**config.mk**
```make
export PLATFORM = sky130hd
export DESIGN_NAME = cl_serial_cmd_parser
export DESIGN_NICKNAME = d
export VERILOG_FILES = /design/src/rtl/cl_proto_pkg.sv /design/src/rtl/cl_gap_timer.sv /design/src/rtl/cl_serial_cmd_parser.sv
export SDC_FILE = /design/constraint.sdc
export NUM_CORES = 1
export LEC_CHECK = 0
export CAP_MARGIN = 20
export CORE_MARGIN = 2
export CORE_UTILIZATION = 56
export CTS_CLUSTER_SIZE = 30
export DETAILED_ROUTE_END_ITERATION = 10
export PLACE_DENSITY_LB_ADDON = 0.12
export SLEW_MARGIN = 20
export SYNTH_ARGS = -nofsm -noshare
export SYNTH_HDL_FRONTEND = slang
export SYNTH_HIERARCHICAL = 1
export SYNTH_SLANG_ARGS = --single-unit
```
**constraint.sdc**
```tcl
create_clock -name clk_fix -period 4.6 [get_ports clk_fix]
set_input_delay 0.92 -clock clk_fix [delete_from_list [all_inputs] [get_ports clk_fix]]
set_output_delay 0.92 -clock clk_fix [all_outputs]
set_load 0.01 [all_outputs]
```
**src/rtl/cl_proto_pkg.sv**
```systemverilog
// Camera Link serial command protocol: FSM states, framing bytes, bank indices.
// Latency: n/a (declarations and a pure checksum/decode helper only).
// Backpressure: n/a.
package cl_proto_pkg;

    typedef enum logic [2:0] {
        ST_IDLE     = 3'd0,
        ST_GET_CMD  = 3'd1,
        ST_GET_ADDR = 3'd2,
        ST_GET_DATA = 3'd3,
        ST_GET_CHK  = 3'd4,
        ST_COMMIT   = 3'd5,
        ST_RESP     = 3'd6
    } cl_state_e;

    localparam logic [7:0] CL_SOF    = 8'h55;
    localparam logic [7:0] CL_ACK    = 8'h06;
    localparam logic [7:0] CL_NAK    = 8'h15;
    localparam logic [3:0] CL_CMD_WR = 4'hA;

    localparam logic [1:0] CL_BANK_RB1 = 2'd0;
    localparam logic [1:0] CL_BANK_RB2 = 2'd1;
    localparam logic [1:0] CL_BANK_RB3 = 2'd2;
    localparam logic [1:0] CL_BANK_RB4 = 2'd3;

    // Frame checksum: XOR of the three payload bytes.
    function automatic logic [7:0] cl_chk(input logic [7:0] cmd,
                                          input logic [7:0] addr,
                                          input logic [7:0] data);
        return cmd ^ addr ^ data;
    endfunction

    // Bank field to one-hot write strobe vector {rb4, rb3, rb2, rb1}.
    function automatic logic [3:0] cl_bank_onehot(input logic [1:0] bank);
        logic [3:0] oh;
        oh = 4'b0000;
        case (bank)
            CL_BANK_RB1: oh = 4'b0001;
            CL_BANK_RB2: oh = 4'b0010;
            CL_BANK_RB3: oh = 4'b0100;
            CL_BANK_RB4: oh = 4'b1000;
            default:     oh = 4'b0000;
        endcase
        return oh;
    endfunction

endpackage

```
**src/rtl/cl_gap_timer.sv**
```systemverilog
// Inter-byte gap timer: flags a stalled frame after TIMEOUT_CYC idle cycles.
// Latency: o_expired is combinational from the count register (same cycle).
// Backpressure: none; counts while i_run, clears on any byte or outside a frame.
module cl_gap_timer
#(
    parameter int unsigned TIMEOUT_CYC = 400000
)
(
    input  logic clk_fix,
    input  logic rst_fix_n,
    input  logic i_clear,
    input  logic i_run,
    output logic o_expired
);

    localparam int unsigned CNT_W = $clog2(TIMEOUT_CYC + 1);

    logic [CNT_W-1:0] r_cnt;
    logic             w_at_limit;

    assign w_at_limit = (r_cnt == CNT_W'(TIMEOUT_CYC));
    // A byte arriving in the expiry cycle wins: the frame is still alive.
    assign o_expired  = i_run && !i_clear && w_at_limit;

    // Count idle cycles inside a frame; hold at the limit so it cannot wrap.
    always_ff @(posedge clk_fix or negedge rst_fix_n) begin
        if (!rst_fix_n) begin
            r_cnt <= '0;
        end else if (i_clear || !i_run) begin
            r_cnt <= '0;
        end else if (!w_at_limit) begin
            r_cnt <= r_cnt + CNT_W'(1);
        end
    end

endmodule

```
**src/rtl/cl_serial_cmd_parser.sv**
```systemverilog
// Parses 5-byte CL serial write frames (SOF CMD ADDR DATA CHK) into one-cycle rbN_wen strobes plus ACK/NAK.
// Latency: wen + reg_addr/reg_data one cycle after CHK byte; response byte one cycle after that (NAK: one cycle after CHK).
// Backpressure: response held until tx_ready; rx bytes during COMMIT/RESP dropped. CL_TIMEOUT_EN adds the inter-byte gap abort.
module cl_serial_cmd_parser
    import cl_proto_pkg::*;
#(
    parameter logic [7:0]  SOF_BYTE    = CL_SOF,
    parameter logic [7:0]  ACK_BYTE    = CL_ACK,
    parameter logic [7:0]  NAK_BYTE    = CL_NAK,
    parameter int unsigned TIMEOUT_CYC = 400000
)
(
    input  logic       clk_fix,
    input  logic       rst_fix_n,
    input  logic       rx_valid,
    input  logic [7:0] rx_byte,
    input  logic       tx_ready,
    output logic       tx_valid,
    output logic [7:0] tx_byte,
    output logic       rb1_wen,
    output logic       rb2_wen,
    output logic       rb3_wen,
    output logic       rb4_wen,
    output logic [7:0] reg_addr,
    output logic [7:0] reg_data,
    output logic [7:0] frame_err_cnt
);

    cl_state_e  r_state;
    cl_state_e  w_state_nxt;

    logic [7:0] r_cmd;
    logic [7:0] r_addr;
    logic [7:0] r_data;
    logic [7:0] r_reg_addr;
    logic [7:0] r_reg_data;
    logic [3:0] r_wen;
    logic       r_tx_valid;
    logic [7:0] r_tx_byte;
    logic [7:0] r_err_cnt;

    logic       w_timeout;
    logic       w_take;
    logic       w_frame_ok;
    logic       w_accept;
    logic       w_reject;
    logic       w_tx_done;

`ifdef CL_TIMEOUT_EN
    logic       w_in_frame;

    assign w_in_frame = (r_state == ST_GET_CMD)  || (r_state == ST_GET_ADDR) ||
                        (r_state == ST_GET_DATA) || (r_state == ST_GET_CHK);

    cl_gap_timer #(
        .TIMEOUT_CYC (TIMEOUT_CYC)
    ) u_gap_timer (
        .clk_fix   (clk_fix),
        .rst_fix_n (rst_fix_n),
        .i_clear   (rx_valid),
        .i_run     (w_in_frame),
        .o_expired (w_timeout)
    );
`else
    assign w_timeout = 1'b0;
`endif

    // The command nibble is judged only with the checksum so a bad frame is always fully consumed.
    assign w_take     = rx_valid && !w_timeout;
    assign w_frame_ok = (rx_byte == cl_chk(r_cmd, r_addr, r_data)) && (r_cmd[7:4] == CL_CMD_WR);
    assign w_accept   = (r_state == ST_GET_CHK) && w_take && w_frame_ok;
    assign w_reject   = (r_state == ST_GET_CHK) && w_take && !w_frame_ok;
    assign w_tx_done  = r_tx_valid && tx_ready;

    // State register.
    always_ff @(posedge clk_fix or negedge rst_fix_n) begin
        if (!rst_fix_n) begin
            r_state <= ST_IDLE;
        end else begin
            r_state <= w_state_nxt;
        end
    end

    // Next-state: bytes advance the frame; a SOF value inside the frame is plain payload.
    always_comb begin
        w_state_nxt = r_state;
        case (r_state)
            ST_IDLE: begin
                if (rx_valid && (rx_byte == SOF_BYTE)) w_state_nxt = ST_GET_CMD;
            end
            ST_GET_CMD: begin
                if (w_timeout)   w_state_nxt = ST_IDLE;
                else if (w_take) w_state_nxt = ST_GET_ADDR;
            end
            ST_GET_ADDR: begin
                if (w_timeout)   w_state_nxt = ST_IDLE;
                else if (w_take) w_state_nxt = ST_GET_DATA;
            end
            ST_GET_DATA: begin
                if (w_timeout)   w_state_nxt = ST_IDLE;
                else if (w_take) w_state_nxt = ST_GET_CHK;
            end
            ST_GET_CHK: begin
                if (w_timeout)     w_state_nxt = ST_IDLE;
                else if (w_accept) w_state_nxt = ST_COMMIT;
                else if (w_reject) w_state_nxt = ST_RESP;
            end
            ST_COMMIT: begin
                w_state_nxt = ST_RESP;
            end
            ST_RESP: begin
                if (w_tx_done) w_state_nxt = ST_IDLE;
            end
            default: begin
                w_state_nxt = ST_IDLE;
            end
        endcase
    end

    // Latch the payload bytes as they arrive.
    always_ff @(posedge clk_fix or negedge rst_fix_n) begin
        if (!rst_fix_n) begin
            r_cmd  <= 8'h00;
            r_addr <= 8'h00;
            r_data <= 8'h00;
        end else if (w_take) begin
            if (r_state == ST_GET_CMD)  r_cmd  <= rx_byte;
            if (r_state == ST_GET_ADDR) r_addr <= rx_byte;
            if (r_state == ST_GET_DATA) r_data <= rx_byte;
        end
    end

    // Commit: address/data move to the register bus and one strobe fires, all in the COMMIT cycle.
    always_ff @(posedge clk_fix or negedge rst_fix_n) begin
        if (!rst_fix_n) begin
            r_reg_addr <= 8'h00;
            r_reg_data <= 8'h00;
            r_wen      <= 4'b0000;
        end else begin
            r_wen <= w_accept ? cl_bank_onehot(r_cmd[1:0]) : 4'b0000;
            if (w_accept) begin
                r_reg_addr <= r_addr;
                r_reg_data <= r_data;
            end
        end
    end

    // Response driver: byte is loaded once and held until the transmitter takes it.
    always_ff @(posedge clk_fix or negedge rst_fix_n) begin
        if (!rst_fix_n) begin
            r_tx_valid <= 1'b0;
            r_tx_byte  <= 8'h00;
        end else if (r_state == ST_COMMIT) begin
            r_tx_valid <= 1'b1;
            r_tx_byte  <= ACK_BYTE;
        end else if (w_reject) begin
            r_tx_valid <= 1'b1;
            r_tx_byte  <= NAK_BYTE;
        end else if (w_tx_done) begin
            r_tx_valid <= 1'b0;
        end
    end

    // Rejected and timed-out frames are counted, saturating at 8'hFF.
    always_ff @(posedge clk_fix or negedge rst_fix_n) begin
        if (!rst_fix_n) begin
            r_err_cnt <= 8'h00;
        end else if ((w_reject || w_timeout) && (r_err_cnt != 8'hFF)) begin
            r_err_cnt <= r_err_cnt + 8'h01;
        end
    end

    assign tx_valid      = r_tx_valid;
    assign tx_byte       = r_tx_byte;
    assign rb1_wen       = r_wen[0];
    assign rb2_wen       = r_wen[1];
    assign rb3_wen       = r_wen[2];
    assign rb4_wen       = r_wen[3];
    assign reg_addr      = r_reg_addr;
    assign reg_data      = r_reg_data;
    assign frame_err_cnt = r_err_cnt;

endmodule

```
# Word-level counts from Yosys, hierarchy flattened
# Index checks and enable logic that the tools add are counted.
# classes
add_sub_neg	1
mul	0
n_div	0
magnitude_cmp	0
eq_ne	19
n_shift	0
mux	15
bitwise_logic	2
n_reduce_logical	16
# ops
operator	count
two-way mux 3 bit	7
one-hot mux 3 bit (7 select lines)	1
two-way mux 8 bit	2
one-hot mux 4 bit (4 select lines)	1
XOR 8 bit	2
inequality test 2 bit, second input constant	5
equality test 3 bit, second input constant	3
adder 8 x 1 -> 8 bit, second input constant	1
equality test 8 x 7 -> 1 bit, second input constant	1
equality test 8 bit	1
inequality test 8 bit, second input constant	1
logical AND 1 bit	7
equality test 3 x 2 -> 1 bit, second input constant	2
AND reduction 2 bit	3
AND reduction 6 bit	1
equality test 2 bit, second input constant	2
equality test 4 bit, second input constant	1
two-way mux 4 bit	1
equality test 3 x 1 -> 1 bit, second input constant	1
zero test 3 bit	1
two-way mux 1 bit	3
inequality test 3 bit, second input constant	1
nonzero test 3 bit	1
equality test 2 x 1 -> 1 bit, second input constant	1
3 further kinds	3
# word_totals
ff_bits	64
latchBits	0
ram_bits	0
mem_bits_ro	0
inputBits	12
out_inout_bits	37
memories	0

# Logic depth before layout (Yosys ltp)
# Gate-level depths: netlist (run 1).
# logic_depth
depth_word	9
mapped_depth	7

# Least setup slack after synthesis (run 1)
# No wires, ideal clock.
# synth_timing
kind	input to register
start	in rx_byte[7]
end	reg r_err_cnt[1] (netlist: frame_err_cnt[1])
setup_time_ps	128
t_arrival_ps	2242
t_required_ps	4472
path_slack_ps	2231
stages	6
path_cell_list	xnor2_1 xnor2_2 nand3_1 nor4_4 nor3_1 mux2_1
# synth_between
elab_chain_cells	5
# synth_rtl
element	line	text
start, declared	cl_serial_cmd_parser.sv:16	input logic [7:0] rx_byte,
equality test 8 bit	cl_serial_cmd_parser.sv:70	assign w_frame_ok = (rx_byte == cl_chk(r_cmd, r_addr, r_data)) && (r_cmd[7:4] == CL_CMD_WR);
logical AND 1 bit	cl_serial_cmd_parser.sv:70	
zero test 1 bit	cl_serial_cmd_parser.sv:72	assign w_reject = (r_state == ST_GET_CHK) && w_take && !w_frame_ok;
logical AND 1 bit	cl_serial_cmd_parser.sv:72	
logical AND 1 bit	cl_serial_cmd_parser.sv:168	end else if ((w_reject || w_timeout) && (r_err_cnt != 8'hFF)) begin
end signal, assigned	cl_serial_cmd_parser.sv:169	r_err_cnt <= r_err_cnt + 8'h01;
end, declared	cl_serial_cmd_parser.sv:40	logic [7:0] r_err_cnt;
# Every way passes these cells.
# A chain may end at the register's enable or synchronous reset.

# Final worst setup path (run 1)
# layout_timing
start	in rx_byte[4]
end	reg r_reg_data[5] (netlist: reg_data[5])
# layout_between
elab_chain_cells	3
# layout_rtl
element	line	text
equality test 8 bit	cl_serial_cmd_parser.sv:70	
logical AND 1 bit	cl_serial_cmd_parser.sv:70	
logical AND 1 bit	cl_serial_cmd_parser.sv:71	assign w_accept = (r_state == ST_GET_CHK) && w_take && w_frame_ok;
end signal, assigned	cl_serial_cmd_parser.sv:143	r_reg_data <= r_data;
end, declared	cl_serial_cmd_parser.sv:36	logic [7:0] r_reg_data;
# Every way passes these cells.

==> impl_metrics.env, run 1 <==
export IMPL_mappedNetlistArea_um2=2670
export IMPL_utilization=0.709
export IMPL_crit_chain="clkdlybuf4s50_1, xnor2_1, xnor2_1, and4bb_2, nand4b_1, buf_4, mux2_2"
export IMPL_crit_path_end_kind="flop"
export IMPL_power_w=0.00185
export IMPL_drc=0
export IMPL_setup_violations=0
export IMPL_path_clk_slew_ns=0.06
export IMPL_die_y_um=73.0
export IMPL_grt_pass1_wl_mm=8.17
export IMPL_initial_core_util=0.572
export IMPL_boundaryPins=49
export IMPL_via_count=1739
export IMPL_synth_main_ff_cell="dfrtp_1"
export IMPL_yosysTopAreaCellShare=0.554
export IMPL_clock_sinks=59
export IMPL_synth_area_leaders="dfrtp_1 (55%), mux2_2 (16%), xnor2_1 (5.3%)"
export IMPL_holdPathStages=1
export IMPL_worstSetupStartpointType="primary input"
export IMPL_rr_worst_depth=6
export IMPL_hold_buffers=0
export IMPL_die_x_um=73.0
export IMPL_r2r_end="reg_data[5]"
export IMPL_ff2ff_setup_slack_ns=2.32
export IMPL_wire_per_inst_um=15.0
export IMPL_gr_total_overflow=0
export IMPL_synth_warnings=6
export IMPL_ant_nets=0
export IMPL_dr_first_iter_drc_count=86
export IMPL_max_cap_violations=0
export IMPL_cts_root_buf="clkbuf_8"
export IMPL_drt_first_pass_iters=4
export IMPL_clk_latency_ns=0.33
export IMPL_p_per_area_nw_per_um2=560
export IMPL_synth_edf_count=0
export IMPL_layout_cells_non_filler=317
export IMPL_cp_required_ns=4.81
export IMPL_fin_hold_ws_ns=0.479
export IMPL_met1_usage=0.274
export IMPL_cts_buffers=9
export IMPL_cp_startpoint="rx_byte[4]"
export IMPL_hold_class="flop to flop"
export IMPL_layout_drive_gt1_share=0.232
export IMPL_worst_pin_slew_ns=0.784
export IMPL_synth_distinct_cells=40
export IMPL_final_min_clock_period_ns=2.93
export IMPL_synth_seq_area_share=0.554
export IMPL_fmax_ghz=0.341
export IMPL_rows=25
export IMPL_synth_area_leader_cell="dfrtp_1"
export IMPL_antenna_cells=0
export IMPL_timing_setup_tns_ns=0
export IMPL_ir_drop_mv=0.324
export IMPL_syn2layout_area_growth_pct=24.0
export IMPL_critical_path_class="primary input to flop"
export IMPL_crit_slowest_cell="clkdlybuf4s50_1"
export IMPL_synthTopCellsByCount="dfrtp_1 (59), mux2_2 (38), xnor2_1 (16)"
export IMPL_vias_per_cell=5.49
export IMPL_slew_headroom=0.474
export IMPL_finalHoldViolCount=0
export IMPL_hold_end="tx_byte[2]"
export IMPL_cts_buffer_depth=2
export IMPL_synth_cells=208
export IMPL_grtUsageMet2=0.321
export IMPL_cts_setup_buffers=0
export IMPL_slowest_delay_ns=0.49
export IMPL_path_max_fanout=16
export IMPL_run_status="completed"
export IMPL_core_area_um2=4660
export IMPL_slew_viol_final=0
export IMPL_cts_repair_resize_count=0
export IMPL_hold_path_startpoint="tx_byte[2]"
export IMPL_syn_avg_cell_area_um2=12.8
export IMPL_grt_pass1_vias=1723
export IMPL_wl_mm=4.74
export IMPL_arrival_ns=3.15
export IMPL_grt_busiest_layer="met2"
export IMPL_cts_tree="yes"
export IMPL_track_usage=0.208
export IMPL_htree_levels=3
export IMPL_dp_cells=301
export IMPL_finClkSkew_ns=0.00629
export IMPL_leakage_nw=1.46
export IMPL_grt_max_degree=60
export IMPL_async_flop_share=1.00
export IMPL_r2r_start="r_addr[4]"
export IMPL_place_congestion=0.823
export IMPL_rsz0062_at_grt="false"
export IMPL_synth_most_common_cell="dfrtp_1"
export IMPL_fin_crit_sh=0.637
export IMPL_dp_hpwl_mm=3.24
export IMPL_ys_ff_latch=59
export IMPL_num_nets_final=271
export IMPL_crit_top_cell="xnor2_1"
export IMPL_port_buffer_count=44
export IMPL_gr_usage_met3=0.0497
export IMPL_die_area_um2=5330
export IMPL_grt_antenna_before_repair=0
## metrics by stage
step           setup slack, ns  area (µm²)
2_1_floorplan             2.23        2680
3_3_place_gp              1.36        3130
3_5_place_dp              1.34        3130
4_1_cts                   1.67        3300
5_1_grt                   1.56        3300
6_report                  1.67        3300
## per-layer routing
layer,up-vias,wire (µm)
li1,823,-
met1,869,2150
met3,11,177
met4,0,87
met2,36,2330
met5,-,0
## power breakdown
| part | total [W] | internal [W] | switching [W] | leakage (nW) |
|---|---|---|---|---|
| clock network | 0.000409 | 0.000223 | 0.000186 | 0.0905 |
| registers | 0.000815 | 0.000671 | 0.000144 | 0.743 |
| logic | 0.000626 | 0.000344 | 0.000282 | 0.630 |
| total | 0.00185 | 0.00124 | 0.000612 | 1.46 |
## layout make-up
type / count / area, µm²
clock buffers: 14 / 163
clock inverters: 2 / 10.0
fillers: 356 / 1360
inverters: 9 / 33.8
multi-input cells: 133 / 1100
flip-flops and latches: 59 / 1480
well taps: 54 / 67.6
repair buffers: 46 / 450
## logic make-up (layout without fill, tap and decap cells)
| group | count (synthesis) | count (layout) | share of synthesized area |
|---|---|---|---|
| AND/OR/NAND/NOR | 46 | 46 | 0.109 |
| adder cells (fa/ha/maj) | 1 | 1 | 0.00469 |
| other | 1 | 4 | 0.00141 |
| multiplexers | 40 | 40 | 0.169 |
| flip-flops | 59 | 59 | 0.554 |
| XOR/XNOR | 25 | 25 | 0.0850 |
| AO/OA/AOI/OAI | 17 | 17 | 0.0408 |
| buffers and inverters | 19 | 71 | 0.0361 |
## flip-flops by register name (all words and copies together), names as in the netlist
signal,flops
reg_addr,8
reg_data,8
r_wen,4
frame_err_cnt,8
r_cmd,8
r_addr,8
tx_valid,1
tx_byte,3
r_state,3
r_data,8
## cell usage in the layout (no fill, tap or decap), drive strengths merged, types with 2 or more instances in the layout
master / count
a21oi: 4
a31oi: 2
buf: 3
clkbuf: 14
clkdlybuf4s50: 43
clkinv: 2
conb: 4
dfrtp: 59
inv: 9
mux2: 40
nand2: 8
nand2b: 2
nand3: 2
nand4b: 2
nor2: 5
nor2b: 2
nor3: 10
nor4: 5
nor4bb: 3
o21ai: 5
or3: 2
xnor2: 17
xor2: 8
## worst max-delay path: cells and delay by family
kind          cells  cell delay [ns]
xor+xnor          2             0.49
mux               1             0.36
buf+inv           2             0.80
simple gates      2             0.57
## how the worst max path moves through the flow
| stage | endpoint |
|---|---|
| 4_1_cts | reg_data[5] |
| 2_1_floorplan | frame_err_cnt[1] |
| 5_1_grt | reg_data[5] |
| 3_5_place_dp | reg_data[5] |
| 6_report | reg_data[5] |
| 3_3_place_gp | reg_data[2] |
Power figures use the tool's default switching activity.
==> run 2, diff against run 1 <==
CORE_UTILIZATION = 52   (was 56)
clock period = 3 ns   (was 4.6 ns; I/O delays follow)
==> run 2 against run 1 <==
Effect of this change: cell count increased by 6.9%; hold slack got worse by 0.14 ns; die area is 7.3% higher; clock power rose by 48%; sequential power rose by 52%; worst setup slack worse by 1.0 ns; critical path depth up 1; first-iteration DRC count fell by 30%; utilization fell by 3.7 points; total power up 52%; sequential share of layout area decreased by 0.80 points.
==> impl_metrics.env, run 2 (synthesis results as in run 1) <==
export IMPL_run_status="completed"
export IMPL_pre_cts_ws_ns=0.305
export IMPL_wire_per_inst_um=13.9
export IMPL_cts_repair_resize_count=0
export IMPL_fmax_ghz=0.429
export IMPL_grt_pass1_wl_mm=7.77
export IMPL_combinationalPowerShare=0.342
export IMPL_crit_slowest_cell="clkdlybuf4s50_1"
export IMPL_place_congestion=0.795
export IMPL_vias_per_cell=5.07
export IMPL_cts_tree="yes"
export IMPL_arrival_ns=2.55
export IMPL_path_clk_slew_ns=0.06
export IMPL_die_y_um=75.6
export IMPL_cp_required_ns=3.22
export IMPL_dp_hpwl_mm=3.36
export IMPL_setup_violations=0
export IMPL_drt_first_pass_iters=4
export IMPL_cts_buffers=9
export IMPL_clk_latency_ns=0.33
export IMPL_boundaryPins=49
export IMPL_timing_setup_tns_ns=0
export IMPL_fin_hold_ws_ns=0.337
export IMPL_die_x_um=75.6
export IMPL_cts_setup_buffers=0
export IMPL_multi_input_area_um2=1100
export IMPL_leakage_nw=1.49
export IMPL_gr_total_overflow=0
export IMPL_rows=26
export IMPL_clock_sinks=59
export IMPL_seqPwrFrac=0.443
export IMPL_crit_chain="clkdlybuf4s50_1, xor2_1, xnor2_1, nand3_1, nor4_4, buf_4, nor2_2, or3_1"
export IMPL_critical_path_class="primary input to flop"
export IMPL_syn2layout_area_growth_pct=26.2
export IMPL_grt_pass1_vias=1658
export IMPL_regArea_um2=1480
export IMPL_layout_drive_gt1_share=0.253
export IMPL_crit_buf_inv=2
export IMPL_sw_frac_of_total=0.331
export IMPL_finClkSkew_ns=0.00551
export IMPL_final_min_clock_period_ns=2.33
export IMPL_dr_first_iter_drc_count=60
export IMPL_worstSetupStartpointType="primary input"
export IMPL_port_buffer_count=44
export IMPL_max_cap_violations=0
export IMPL_p_per_area_nw_per_um2=835
export IMPL_via_count=1719
export IMPL_htree_levels=3
export IMPL_worst_slack_ns=0.670
export IMPL_die_area_um2=5710
export IMPL_layout_common_cells="dfrtp_1 (59), clkdlybuf4s50_1 (43), mux2_2 (38), xnor2_1 (16), clkbuf_8 (10)"
export IMPL_netSwitchingPower_w=0.000931
export IMPL_slew_viol_final=0
export IMPL_dp_cells=324
export IMPL_grt_max_degree=35
export IMPL_track_usage=0.187
export IMPL_final_common_cell="dfrtp_1"
export IMPL_grt_antenna_before_repair=0
export IMPL_cts_root_buf="clkbuf_8"
export IMPL_crit_path_end_kind="flop"
export IMPL_ir_drop_mv=0.433
export IMPL_fillers=420
export IMPL_worst_pin_slew_ns=0.760
export IMPL_slew_headroom=0.493
export IMPL_hold_buffers=0
export IMPL_wl_mm=4.70
export IMPL_fin_crit_sh=0.777
export IMPL_antenna_cells=0
export IMPL_drc=0
export IMPL_critPathTopFamily="simple AND/OR/NAND/NOR gates"
export IMPL_num_nets_final=278
export IMPL_rsz0062_at_grt="false"
export IMPL_path_max_fanout=9
export IMPL_intPower_w=0.00188
export IMPL_finalHoldViolCount=0
export IMPL_hold_class="primary input to asynchronous set/reset pin"
export IMPL_layout_cells_non_filler=339
export IMPL_core_area_um2=5010
export IMPL_p_clk_frac=0.215
export IMPL_cts_buffer_depth=2
export IMPL_ant_nets=0
export IMPL_slowest_delay_ns=0.56
export IMPL_initial_core_util=0.532
-- run 2: cell count changes in the layout (fill, tap and decap cells not counted), sizes merged --
cell,before,now
clkinv,2,3
clkbuf,14,12
buf,3,10
-- run 2: through the flow --
stage / util / instance area [µm²] / power [W]
2_1_floorplan: - / 2680 / 0.00193
3_3_place_gp: 0.640 / 3200 / 0.00221
3_5_place_dp: 0.640 / 3200 / 0.00223
4_1_cts: 0.672 / 3360 / 0.00284
5_1_grt: 0.672 / 3360 / 0.00300
6_report: 0.672 / 3360 / 0.00281
-- run 2: layer usage --
| layer | GRT usage | part of all wire | vias to the layer above |
|---|---|---|---|
| met2 | 0.286 | 0.46 | 44 |
| met4 | 0.0819 | 0.017 | 0 |
| met5 | 0 | 0 | - |
| li1 | - | - | 842 |
| met1 | 0.244 | 0.48 | 823 |
| met3 | 0.0622 | 0.049 | 10 |
-- run 2: final timing paths --
| check | startpoint | end | slack, ns | cells after the start |
|---|---|---|---|---|
| worst max-delay path | rx_byte[2] | tx_byte[2] | 0.67 | 8 |
| worst min-delay path | rst_fix_n | r_wen[0] | 0.34 | 1 |
| worst max register to register | r_addr[4] | reg_data[1] | 0.97 | 6 |
| worst min register to register | tx_byte[2] | tx_byte[2] | 0.47 | 1 |
| max in group asynchronous | rst_fix_n | r_wen[3] | 2.00 | 2 |
| min in group clk_fix | tx_byte[2] | tx_byte[2] | 0.47 | 1 |
-- run 2: power by group through the flow --
stage	Combinational, W	Sequential (W)	Clock, W
finish	0.000960	0.00124	0.000604
floorplan	0.000703	0.00123	0
CTS	0.000972	0.00125	0.000620
detailed placement	0.000964	0.00126	0
global route	0.00107	0.00128	0.000651
global placement	0.000955	0.00126	0
-- run 2: cell type report --
type / instances / area share
Timing Repair Buffer: 53 / 0.149
Clock inverter: 3 / 0.00446
Multi-Input combinational cell: 133 / 0.328
Tap cell: 70 / 0.0260
Sequential cell: 59 / 0.439
Clock buffer: 12 / 0.0431
Inverter: 9 / 0.0100
-- run 2: worst reg2reg max path, cell delays in order (launching register included) --
cell      delay, ns
dfrtp_1        0.40
xor2_1         0.18
xnor2_1        0.33
and4bb_2       0.29
nand4b_1       0.10
buf_4          0.24
mux2_2         0.36
==> run 3, diff against run 2 <==
clock period = 2.4 ns   (was 3 ns; I/O delays follow)
==> run 3 against run 2 <==
Effect of this change: global-route usage grew 1.3 points; first-iteration DRC count grew 40%; sequential cell count is the same; design area grew 4.4%; cell count grew 4.4%; total power grew 33%; non-clock buffer count grew 14; combinational power grew 39%; hold slack lost 0.037 ns; clock skew grew 0.0040 ns; largest power group unchanged.
==> impl_metrics.env, run 3 (synthesis results as in run 1) <==
export IMPL_cts_setup_buffers=0
export IMPL_cts_buffers=9
export IMPL_hold_buffers=0
export IMPL_leakage_nw=1.58
export IMPL_port_buffer_count=44
export IMPL_place_congestion=0.841
export IMPL_drt_first_pass_iters=4
export IMPL_core_area_um2=5010
export IMPL_rsz0062_at_grt="false"
export IMPL_ant_nets=0
export IMPL_ir_drop_mv=0.634
export IMPL_via_count=1799
export IMPL_initial_core_util=0.532
export IMPL_die_y_um=75.6
export IMPL_antenna_cells=0
export IMPL_final_min_clock_period_ns=2.13
export IMPL_cp_required_ns=2.60
export IMPL_grt_pass1_wl_mm=8.30
export IMPL_layout_cells_non_filler=354
export IMPL_worst_pin_slew_ns=0.725
export IMPL_gr_total_overflow=0
export IMPL_cts_buffer_depth=2
export IMPL_dr_first_iter_drc_count=84
export IMPL_vias_per_cell=5.08
export IMPL_setup_violations=0
export IMPL_dp_cells=338
export IMPL_final_common_cell="dfrtp_1"
export IMPL_wire_per_inst_um=14.3
export IMPL_drc=0
export IMPL_track_usage=0.200
export IMPL_fin_hold_ws_ns=0.300
export IMPL_grt_antenna_before_repair=0
export IMPL_regArea_um2=1480
export IMPL_path_clk_slew_ns=0.07
export IMPL_max_cap_violations=0
export IMPL_wl_mm=5.06
export IMPL_slew_viol_final=0
export IMPL_hold_class="primary input to asynchronous set/reset pin"
export IMPL_num_nets_final=292
export IMPL_arrival_ns=2.33
export IMPL_syn2layout_area_growth_pct=31.8
export IMPL_die_x_um=75.6
export IMPL_run_status="completed"
export IMPL_layout_common_cells="dfrtp_1 (59), clkdlybuf4s50_1 (43), mux2_2 (38), buf_4 (22), xnor2_1 (16)"
export IMPL_cts_tree="yes"
export IMPL_grt_pass1_vias=1799
export IMPL_fmax_ghz=0.469
export IMPL_htree_levels=3
export IMPL_utilization=0.701
export IMPL_fin_crit_sh=0.888
export IMPL_grt_max_degree=60
export IMPL_timing_setup_tns_ns=0
export IMPL_path_max_fanout=7
export IMPL_cts_root_buf="clkbuf_8"
export IMPL_clk_latency_ns=0.32
export IMPL_slew_headroom=0.517
export IMPL_fillers=396
export IMPL_clock_sinks=59
export IMPL_finClkSkew_ns=0.00951
export IMPL_multi_input_area_um2=1100
export IMPL_cts_repair_resize_count=0
export IMPL_die_area_um2=5710
export IMPL_worstSetupStartpointType="primary input"
export IMPL_critical_path_class="primary input to flop"
export IMPL_crit_path_end_kind="flop"
export IMPL_boundaryPins=49
export IMPL_finalHoldViolCount=0
export IMPL_rows=26
export IMPL_dp_hpwl_mm=3.67
export IMPL_layout_drive_gt1_share=0.292
export IMPL_p_per_area_nw_per_um2=1060
[run 3: cell types whose count changed in the layout (fill, tap and decap cells not counted), sizes merged]
cell	previous run	this run
buf	10	24
clkbuf	12	15
clkinv	3	1
[run 3: path summary, 6_finish.rpt]
check | cells past startpoint | slack (ns) | startpoint | to
setup / recovery | 7 | 0.27 | rx_byte[0] | reg_addr[6]
hold / removal | 2 | 0.30 | rst_fix_n | reg_addr[0]
setup reg to reg | 6 | 0.46 | r_data[0] | reg_addr[6]
hold reg to reg | 1 | 0.47 | tx_byte[2] | tx_byte[2]
max in group asynchronous | 2 | 1.62 | rst_fix_n | r_cmd[7]
min in group clk_fix | 1 | 0.47 | tx_byte[2] | tx_byte[2]
[run 3: routing by layer]
layer,share of wire,vias up,GRT usage
met5,0,-,0
met4,0.020,0,0.105
met3,0.048,9,0.0503
met2,0.47,55,0.304
met1,0.46,873,0.266
li1,-,862,-
[run 3: area by class of cell]
class	count	share of cell area
Inverter	9	0.00962
Sequential cell	59	0.420
Tap cell	70	0.0249
Clock inverter	1	0.00142
Timing Repair Buffer	67	0.177
Clock buffer	15	0.0531
Multi-Input combinational cell	133	0.314
[run 3: worst max-delay path, stage by stage]
cell and delay (ns):
clkdlybuf4s50_1 0.45, xnor2_1 0.15, xnor2_1 0.29, and4bb_2 0.30, nand4b_1 0.17, buf_4 0.23
mux2_2 0.27
[run 3: power by group]
group	switching [W]	internal [W]
combinational	0.000579	0.000751
sequential	0.000278	0.00129
clock	0.000360	0.000487
[run 3: metrics by stage]
stage	instance area (µm²)	total power, W	setup slack [ns]
after CTS	3510	0.00378	0.281
after global placement	3320	0.00287	-0.0212
final	3510	0.00374	0.268
after floorplan	2680	0.00241	0.471
after global routing	3510	0.00398	0.175
after detailed placement	3320	0.00292	-0.0614
